## src/rtl/spi_slave_dev.sv

```systemverilog
// spi_slave_dev: AVR-style SPI slave on the CPU I/O bus.
//
// Exposes SPCR/SPSR/SPDR. The external master drives SCLK/SS/MOSI; those pins
// are oversampled on clk_i and the byte is shifted in and out on MISO in any of
// the four CPOL/CPHA modes, MSB- or LSB-first. SPIF is raised once per received
// byte; writing SPDR mid-byte sets WCOL instead of loading the shift register.
//
// Ports
//   clk_i, rst_i        system clock, asynchronous active-low reset
//   ena_i, adr_i        bus cycle qualifier, 6-bit I/O address
//   data_i, data_o      write data, combinational read data (0 when unselected)
//   re_i, we_i          read / write strobes
//   selected_o          address hit with a read or write strobe
//   irq_req_o           SPIF & SPIE
//   irq_ack_i           interrupt acknowledge, clears SPIF
//   mux_en_o            SPE, claims the shared pins
//   sclk_i, ss_ni       external SPI clock and active-low select (asynchronous)
//   mosi_i              external serial data in (asynchronous)
//   miso_o, miso_en_o   serial data out and its output enable

module spi_slave_dev #(
    parameter int ENABLE      = 1,
    parameter int WCOL_ENABLE = 1,
    parameter int SYNC_STAGES = 2
) (
    input  logic       clk_i,
    input  logic       rst_i,
    input  logic       ena_i,
    input  logic [5:0] adr_i,
    input  logic [7:0] data_i,
    output logic [7:0] data_o,
    input  logic       re_i,
    input  logic       we_i,
    output logic       selected_o,
    output logic       irq_req_o,
    input  logic       irq_ack_i,
    output logic       mux_en_o,
    input  logic       sclk_i,
    input  logic       ss_ni,
    input  logic       mosi_i,
    output logic       miso_o,
    output logic       miso_en_o
);

    localparam logic [5:0] SPCR_ADDRESS = 6'h0D;
    localparam logic [5:0] SPSR_ADDRESS = 6'h0E;
    localparam logic [5:0] SPDR_ADDRESS = 6'h0F;

    logic [7:0] spcr;
    logic       spif;
    logic       wcol;
    logic [7:0] sr;
    logic [7:0] rxbuf;
    logic [2:0] cnt;
    logic       lat;

    logic [SYNC_STAGES-1:0] sclk_q;
    logic [SYNC_STAGES-1:0] ss_q;
    logic [SYNC_STAGES-1:0] mosi_q;
    logic                   s_d;

    logic spie, spe, dord, cpol, cpha;
    logic s, ss_s, mosi_s;
    logic hit_spcr, hit_spsr, hit_spdr;
    logic wr_spcr, wr_spdr, rd_spdr, acc_spdr;
    logic active, busy, edge_s, lead, trail;
    logic sample_e, shift_e, last_e, direct_e;
    logic [7:0] sr_in, sr_lat;

    assign spie = spcr[7];
    assign spe  = spcr[6];
    assign dord = spcr[5];
    assign cpol = spcr[3];
    assign cpha = spcr[2];

    assign s      = sclk_q[SYNC_STAGES-1];
    assign ss_s   = ss_q[SYNC_STAGES-1];
    assign mosi_s = mosi_q[SYNC_STAGES-1];

    // SS synchronizer resets to the idle (high) level so no transfer appears
    // to start on reset release.
    always_ff @(posedge clk_i or negedge rst_i) begin
        if (!rst_i) begin
            sclk_q <= '0;
            ss_q   <= '1;
            mosi_q <= '0;
            s_d    <= 1'b0;
        end else begin
            sclk_q <= {sclk_q[SYNC_STAGES-2:0], sclk_i};
            ss_q   <= {ss_q[SYNC_STAGES-2:0], ss_ni};
            mosi_q <= {mosi_q[SYNC_STAGES-2:0], mosi_i};
            s_d    <= s;
        end
    end

    assign hit_spcr   = (ENABLE != 0) && (adr_i == SPCR_ADDRESS);
    assign hit_spsr   = (ENABLE != 0) && (adr_i == SPSR_ADDRESS);
    assign hit_spdr   = (ENABLE != 0) && (adr_i == SPDR_ADDRESS);
    assign selected_o = (hit_spcr | hit_spsr | hit_spdr) & (re_i | we_i);

    assign wr_spcr  = hit_spcr & we_i & ena_i;
    assign wr_spdr  = hit_spdr & we_i & ena_i;
    assign rd_spdr  = hit_spdr & re_i & ena_i;
    assign acc_spdr = hit_spdr & (re_i | we_i) & ena_i;

    always_comb begin
        data_o = '0;
        if (selected_o) begin
            if (hit_spcr)      data_o = spcr;
            else if (hit_spsr) data_o = {spif, wcol, 6'b0};
            else               data_o = rxbuf;
        end
    end

    assign active = spe & ~ss_s;
    assign busy   = active & (cnt != 3'd0);
    assign edge_s = s ^ s_d;
    assign lead   = edge_s & (s_d == cpol);
    assign trail  = edge_s & (s_d != cpol);

    assign sample_e = active & (cpha ? trail : lead);
    // CPHA=0 shifts on the trailing edge after each sample except the 8th; the
    // count is 0 there because the 8th sample already completed the byte.
    assign shift_e  = active & ~cpha & trail & (cnt != 3'd0);
    assign last_e   = sample_e & (cnt == 3'd7);
    // With CPHA=1, and for the final bit of CPHA=0, the sampled bit goes
    // straight into sr so the completed byte is available at the sample edge.
    assign direct_e = sample_e & (cpha | last_e);

    assign sr_in  = dord ? {mosi_s, sr[7:1]} : {sr[6:0], mosi_s};
    assign sr_lat = dord ? {lat, sr[7:1]}    : {sr[6:0], lat};

    always_ff @(posedge clk_i or negedge rst_i) begin
        if (!rst_i) begin
            spcr  <= '0;
            spif  <= 1'b0;
            wcol  <= 1'b0;
            sr    <= '0;
            rxbuf <= '0;
            cnt   <= '0;
            lat   <= 1'b0;
        end else begin
            if (wr_spcr)
                spcr <= data_i & 8'hEF;

            if (!active)
                cnt <= '0;
            else if (sample_e)
                cnt <= cnt + 3'd1;

            if (sample_e)
                lat <= mosi_s;

            // A legal (non-busy) CPU load wins over a same-cycle shift.
            if (wr_spdr && !busy)
                sr <= data_i;
            else if (direct_e)
                sr <= sr_in;
            else if (shift_e)
                sr <= sr_lat;

            if (last_e)
                rxbuf <= sr_in;

            if (last_e)
                spif <= 1'b1;
            else if (irq_ack_i || acc_spdr)
                spif <= 1'b0;

            if ((WCOL_ENABLE != 0) && wr_spdr && busy)
                wcol <= 1'b1;
            else if (rd_spdr)
                wcol <= 1'b0;
        end
    end

    assign irq_req_o = spif & spie;
    assign mux_en_o  = spe;
    assign miso_en_o = active;
    assign miso_o    = active & (dord ? sr[0] : sr[7]);

endmodule

```

## config.mk

```make
export PLATFORM = sky130hd
export DESIGN_NAME = spi_slave_dev
export DESIGN_NICKNAME = d
export VERILOG_FILES = /design/src/rtl/spi_slave_dev.sv
export SDC_FILE = /design/constraint.sdc
export NUM_CORES = 1
export LEC_CHECK = 0
export ABC_AREA = 1
export CAP_MARGIN = 15
export CORE_MARGIN = 2
export CORE_UTILIZATION = 30
export CTS_BUF_LIST = sky130_fd_sc_hd__clkbuf_8
export CTS_CLUSTER_SIZE = 16
export DETAILED_ROUTE_END_ITERATION = 16
export GPL_ROUTABILITY_DRIVEN = 0
export PLACE_DENSITY_LB_ADDON = 0.12
export REMOVE_ABC_BUFFERS = 1
export SLEW_MARGIN = 20
export SYNTH_ARGS = -nofsm -noshare
export SYNTH_HDL_FRONTEND = slang
export SYNTH_SLANG_ARGS = --single-unit
export TNS_END_PERCENT = 100
```

## constraint.sdc

```tcl
create_clock -name clk_i -period 2.3 [get_ports clk_i]
set_input_delay 0.345 -clock clk_i [delete_from_list [all_inputs] [get_ports clk_i]]
set_output_delay 0.345 -clock clk_i [all_outputs]
set_load 0.005 [all_outputs]
```

==> flow_summary.rst <==
.. list-table::
   :header-rows: 1

   * - Metric
     - Value
   * - Result of the run
     - completed
   * - Final WL
     - 4821 um
   * - Wirelength per Cell
     - 12.82 um
   * - Antenna-violating nets left
     - 0
   * - Io pins
     - 36
   * - Total number of yosys warnings
     - 0
   * - Leakage component of the power
     - 1.279 nW
   * - Floorplan die area
     - 7018 sq um
   * - Port Buffers
     - 35
   * - Max-slew violations
     - 0
   * - Synth Instances
     - 238
   * - Final Net Count
     - 324
   * - Via density
     - 4.527
   * - Synth async-reset ratio
     - 1.000
   * - Final hold slack
     - 0.3508 ns
   * - Commonest cells in the synthesized netlist
     - 71 x sky130_fd_sc_hd__nand2_1, 34 x sky130_fd_sc_hd__dfrtp_1, 29 x sky130_fd_sc_hd__inv_1
   * - Number of enable-type register cells in the synthesized netlist
     - 0
   * - Std cell rows
     - 29
   * - CTS tree
     - yes
   * - Final period util
     - 0.9570
   * - Placement-stage worst setup slack
     - -0.3140 ns
   * - Maximum Capacitance Violations
     - 0
   * - Setup repair after global routing missed its margin
     - no
   * - Count leader, synth
     - sky130_fd_sc_hd__nand2_1
   * - Placed wire-length estimate after detailed placement
     - 3429 um
   * - Area share of the largest cell type after synthesis
     - 0.4456
   * - Clock tree skew after final layout
     - 0.004902 ns
   * - Launching element type of the critical path
     - primary input
   * - Largest net degree at the start of global routing
     - 37
   * - CTS clock-pin slew for the worst setup and hold paths
     - 0.07 ns
   * - GRT overflow
     - 0
   * - Fin crit period
     - 2.201 ns
   * - Buffer levels on the longest clock path
     - 2
   * - Max FO, Critical Path
     - 6
   * - Actual transition at the worst max-transition pin
     - 0.4755 ns
   * - Global-route met2 utilization
     - 0.2153
   * - Cell count after placement
     - 356
   * - Fraction of the yosys area taken by sequential cells
     - 0.4731
   * - 1st-pass router iterations
     - 4
   * - Least setup slack across all paths after layout
     - 0.09893 ns
   * - Dominant register cell in the synthesized netlist
     - sky130_fd_sc_hd__dfrtp_1
   * - Count of non-filler cells in the finished layout
     - 376
   * - Library cell with the largest summed area after synthesis
     - sky130_fd_sc_hd__dfrtp_1
   * - Starting utilization of the core area
     - 0.3059
   * - Total CTS buffers
     - 5
   * - Global-route layer with the greatest usage
     - met2
   * - Horizontal die dimension
     - 83.78 um
   * - Largest cells by area after synthesis
     - sky130_fd_sc_hd__dfrtp_1 45%, sky130_fd_sc_hd__nand2_1 14%, sky130_fd_sc_hd__inv_1 5.7%
   * - Hold violation count in the final report
     - 0
   * - CP endpoint kind
     - output port
   * - Cell Pwr Density
     - 611.4 nW/um^2
   * - Global-route met1 utilization
     - 0.2140
   * - Data required time of the worst path
     - 1.96 ns
   * - Data arrival time of the critical path
     - 1.86 ns
   * - Top achievable clock speed
     - 0.4543 GHz
   * - Worst skew pair latency
     - 0.29 ns
   * - Post-synthesis sequential element count
     - 36
   * - Peak supply drop
     - 279.9 uV
   * - Synth cell types
     - 30
   * - Total routing usage reported by global routing
     - 0.1449
   * - Setup violators final
     - 0
   * - Mean post-synth cell area
     - 8.022 sq um
   * - Count of clock tree sinks
     - 36
   * - Vias
     - 1702
   * - Number of global-route vias before repair
     - 1644
   * - Syn-to-layout area delta
     - 35.26%
   * - Number of antenna violations at the first check in global routing
     - 0
   * - Start-to-end type of the worst setup path
     - primary input to output port
   * - Area of the core region
     - 6241 sq um
   * - DRC Markers
     - 0
   * - Worst slew margin
     - 0.6830
   * - Antenna Cells
     - 0
   * - Wire length of the first global-routing pass
     - 8114 um
   * - Mapped cell area
     - 1909 sq um
   * - Ratio of cells with drive above 1 in the final layout
     - 0.2074
   * - Die boundary height
     - 83.78 um
   * - H-tree level count
     - 2
   * - Root buf cell
     - sky130_fd_sc_hd__clkbuf_8
   * - Worst hold path class
     - flip-flop to flip-flop
   * - Grt met3 use
     - 0.02868
   * - DRT iter0 DRCs
     - 124
[per-layer routing]
| metal | up-vias | wire length, um |
|---|---|---|
| met4 | 0 | 31 |
| met3 | 4 | 200 |
| li1 | 892 | - |
| met1 | 773 | 2470 |
| met2 | 33 | 2118 |
| met5 | - | 0 |
[critical path, stage by stage]
cell and delay (ns):
sky130_fd_sc_hd__clkdlybuf4s50_1 0.46, sky130_fd_sc_hd__nand2_1 0.08, sky130_fd_sc_hd__inv_1 0.08, sky130_fd_sc_hd__nand4_1 0.11
sky130_fd_sc_hd__buf_4 0.17, sky130_fd_sc_hd__clkinvlp_4 0.11, sky130_fd_sc_hd__buf_4 0.12, sky130_fd_sc_hd__nand2_1 0.04
sky130_fd_sc_hd__a21oi_1 0.13, sky130_fd_sc_hd__clkdlybuf4s15_1 0.21
[cells by family after synthesis]
| kind of cell | count (synthesis) | synth area share |
|---|---|---|
| buffers and inverters | 36 | 0.07928 |
| multiplexers | 4 | 0.02359 |
| AO/OA/AOI/OAI | 49 | 0.1540 |
| flip-flops | 36 | 0.4731 |
| adder cells (fa/ha/maj) | 3 | 0.01966 |
| XOR/XNOR | 1 | 0.004588 |
| AND/OR/NAND/NOR | 109 | 0.2457 |
[area by class of cell]
type                       instances  area [sq um]
clock buffer                       5         68.82
clock inverter                     3         16.27
fill                             658          3659
inverter                          32         123.9
multi-input combinational        167         883.3
sequential                        36         903.4
tap                               77         96.34
timing repair buffer              56         490.5
[repair_timing]
item                       in CTS  in global routing
cloned                          0                  1
resized for setup              15                 14
hold endpoints to repair        0                  0
hold buffers                    0                  0
buffers inserted               10                  1
pin swaps                       3                  3
setup endpoints to repair       9                 11
[power by group]
group | internal [mW] | switching, mW | leakage [nW]
Clock | 0.207 | 0.240 | 0.0453
Sequential | 0.708 | 0.0581 | 0.442
Combinational | 0.155 | 0.211 | 0.792
Total | 1.07 | 0.509 | 1.28
[placed cells by master, fill, tap and decap left out, drive strengths merged, types with 3 or more instances in the layout]
cell and n:
nand3 11, clkdlybuf4s50 25, ha 3, dlygate4sd2 6, inv 30, a21oi 13
buf 21, mux2 4, nand2 73, nand4 3, nor2 17, o21ai 32
clkinv 3, clkbuf 7, dfrtp 34, and2 3
[through the flow]
stage	cell area, sq um	setup TNS [ns]	utilization	power (mW)
2_1_floorplan	1878	0	-	0.9962
3_3_place_gp	2400	-1.885	0.3845	1.134
3_5_place_dp	2400	-2.391	0.3845	1.136
4_1_cts	2559	-0.0001430	0.4100	1.596
5_1_grt	2582	0	0.4138	1.690
6_report	2582	0	0.4138	1.579
[registers in the layout (all words and copies together) (netlist names)]
signal and cells:
sclk_q 2, mosi_q 2, sr 8, cnt 3
ss_q 2, spif 1, lat 1, rxbuf 8
s_d 1, spcr 7, wcol 1
[worst paths after layout]
check	start	to	slack, ns	cells past startpoint
worst max-delay path	adr_i[3]	data_o[0]	0.1	10
worst min-delay path	sclk_q[0]	sclk_q[1]	0.35	0
worst max register to register	spcr[5]	sr[7]	0.54	6
worst min register to register	sclk_q[0]	sclk_q[1]	0.35	0
max in group asynchronous	rst_i	ss_q[1]	1.47	2
min in group asynchronous	rst_i	cnt[2]	0.47	2
Note: power is estimated with default switching activity, not from simulation.
==> RTL change, RTL diff (same flow settings) <==
Set the parameter `WCOL_ENABLE` to 0 (it was 1).
--- a/src/rtl/spi_slave_dev.sv
+++ b/src/rtl/spi_slave_dev.sv
@@ -21,5 +21,5 @@
 module spi_slave_dev #(
     parameter int ENABLE      = 1,
-    parameter int WCOL_ENABLE = 1,
+    parameter int WCOL_ENABLE = 0,
     parameter int SYNC_STAGES = 2
 ) (
Function: changed (a bounded check fails within 10 cycles, from zero or initial values and one cycle with rst_i low).
==> RTL change against the original RTL <==
  * Total power is 14% lower
  * Area after synthesis is 0.52% higher
  * Via count is 0.65% higher
  * Routed wire length is 2.0% higher
  * Worst setup slack worse by 0.039 ns
  * Cell area is 1.0% higher
  * Fmax is 1.7% lower
  * Sequential cell count is 1 lower
  * Sequential power is 13% lower
  * Largest cell class is now multi-input gates
==> RTL change: results (changes against the original RTL) <==
Slew Limit Headroom 70.0% (+1.7 points); Post-Layout Cell Count 378 (+0.53%); layout cell share with drive strength beyond 1 20.3% (-0.47 points); Synth warnings 0 (unchanged); status finished, final reports clean; first-pass GRT wire length 8210 um (+1.2%); GRT met2 Usage 21.5% (-0.073 points); Total Routing Usage GR 14.8% (+0.31 points); largest net degree at the start of global routing 36 (-2.7%); Tightest Hold Check Type flip-flop to flip-flop; clk_lat worst skew 0.29 ns (about the same); Avg WL per Cell 13.0 um (+1.5%); clock-pin slew on the worst setup and hold paths 0.07 ns (about the same); placed insts 365 (+2.5%); buffers added on ports 35 (unchanged); CP max stage delay 0.41 ns (-0.05 ns); Int Pwr 1.01 mW (-6.0%); max layer used met4; fill count 676 (+2.7%); Static Leak 1.27 nW (-0.43%); metal1 wirelength 2490 um (+0.85%); Worst Clk Skew 0.00593 ns (+0.00103 ns); fraction of registers with async set or reset after synthesis 100% (unchanged); initial drt markers 110 (-11%); biggest registers after layout rxbuf (8), sr (8), spcr (7); diode count 0 (unchanged); grt met3 use 2.97% (+0.099 points); Arrival @ worst endpoint 1.89 ns (+0.03 ns); crit path max-delay cell type clkdlybuf4s50_1; Routed met2 length 2180 um (+2.7%); fin nets 326 (+0.62%); worst vdd ir 267 uV (-4.5%); Cell variety after synth 27 (-10%); DR WL met3 160 um (-20%); HPWL Detailed 3640 um (+6.1%); most frequent cells after synthesis nand2_1, dfrtp_1, inv_1; vias in the first global route 1629 (-0.91%); Pins Over Slew Limit 0 (unchanged); Synth Instances 244 (+2.5%); via count 1713 (+0.65%); Detailed Routing Iterations Pass 1 4 (unchanged); H-tree levels 2 (unchanged); largest cells by area after synthesis dfrtp_1, nand2_1, o21ai_0; met1 Track Usage GR 21.7% (+0.34 points); CP max FO 4 (-2); Num CTS Buffers 5 (unchanged); Seq/Total Area, Yosys 45.8% (-1.6 points)
## RTL change: cell types whose count changed in the layout (fill, tap and decap cells not counted), moves of 4 or more
cell,before,now
a21oi_2,0,4
o21ai_0,18,32
nor3_1,1,5
o21ai_2,10,0
## RTL change: per-stage QoR
stage | area [um2] | power [mW] | setup TNS, ns | setup slack [ns]
final | 2610 | 1.36 | 0 | 0.0604
after global routing | 2610 | 1.43 | -0.0848 | -0.0306
after CTS | 2560 | 1.38 | 0 | 0.00328
after detailed placement | 2430 | 0.863 | -1.67 | -0.220
after global placement | 2430 | 0.862 | -1.39 | -0.204
after floorplan | 1870 | 0.765 | 0 | 0.571
## RTL change: layout make-up
type                            count  area share, %
Clock buffer                        7           3.69
Clock inverter                      1          0.288
Sequential cell                    35           33.7
Inverter                           35           5.04
Multi-Input combinational cell    169           35.1
Timing Repair Buffer               54           18.6
Tap cell                           77           3.69
## RTL change: cell families (layout without fill, tap and decap cells)
kind of cell / Yosys count / count (layout) / share of synthesized area [%]
multiplexers: 2 / 2 / 1.17
AND/OR/NAND/NOR: 112 / 112 / 27.2
XOR/XNOR: 1 / 1 / 0.456
adder cells (fa/ha/maj): 3 / 3 / 1.96
buffers and inverters: 41 / 97 / 9.32
AO/OA/AOI/OAI: 50 / 51 / 14.1
flip-flops: 35 / 35 / 45.8
## RTL change: repair_timing
item / 4_1_cts / 5_1_grt
setup buffers: 1 / 3
pin swaps: 3 / 4
gates resized for setup: 14 / 16
setup endpoints to repair: 9 / 8
cloned: 1 / 0
## RTL change: power by group through the flow
| stage | combinational [mW] | clock, mW | sequential, mW |
|---|---|---|---|
| after detailed placement | 0.183 | 0 | 0.680 |
| after floorplan | 0.0887 | 0 | 0.676 |
| after CTS | 0.188 | 0.522 | 0.668 |
| final | 0.190 | 0.506 | 0.668 |
| after global routing | 0.215 | 0.549 | 0.671 |
| after global placement | 0.182 | 0 | 0.680 |
## RTL change: path summary, 6_finish.rpt
| path | start | slack, ns | depth (start not counted) | endpoint |
|---|---|---|---|---|
| worst min register to register | mosi_q[0] | 0.35 | 0 | mosi_q[1] |
| worst max register to register | ss_q[1] | 0.46 | 12 | sr[2] |
| worst min-delay path | mosi_q[0] | 0.35 | 0 | mosi_q[1] |
| min in group asynchronous | rst_i | 0.47 | 2 | sclk_q[0] |
| max in group asynchronous | rst_i | 1.49 | 2 | ss_q[1] |
| worst max-delay path | adr_i[5] | 0.06 | 8 | data_o[7] |
## RTL change: critical path, delay by kind of cell
kind                   cells  cell delay [ns]
AO/OA/AOI/OAI              1             0.11
AND/OR/NAND/NOR            4             0.65
buffers and inverters      3             0.78
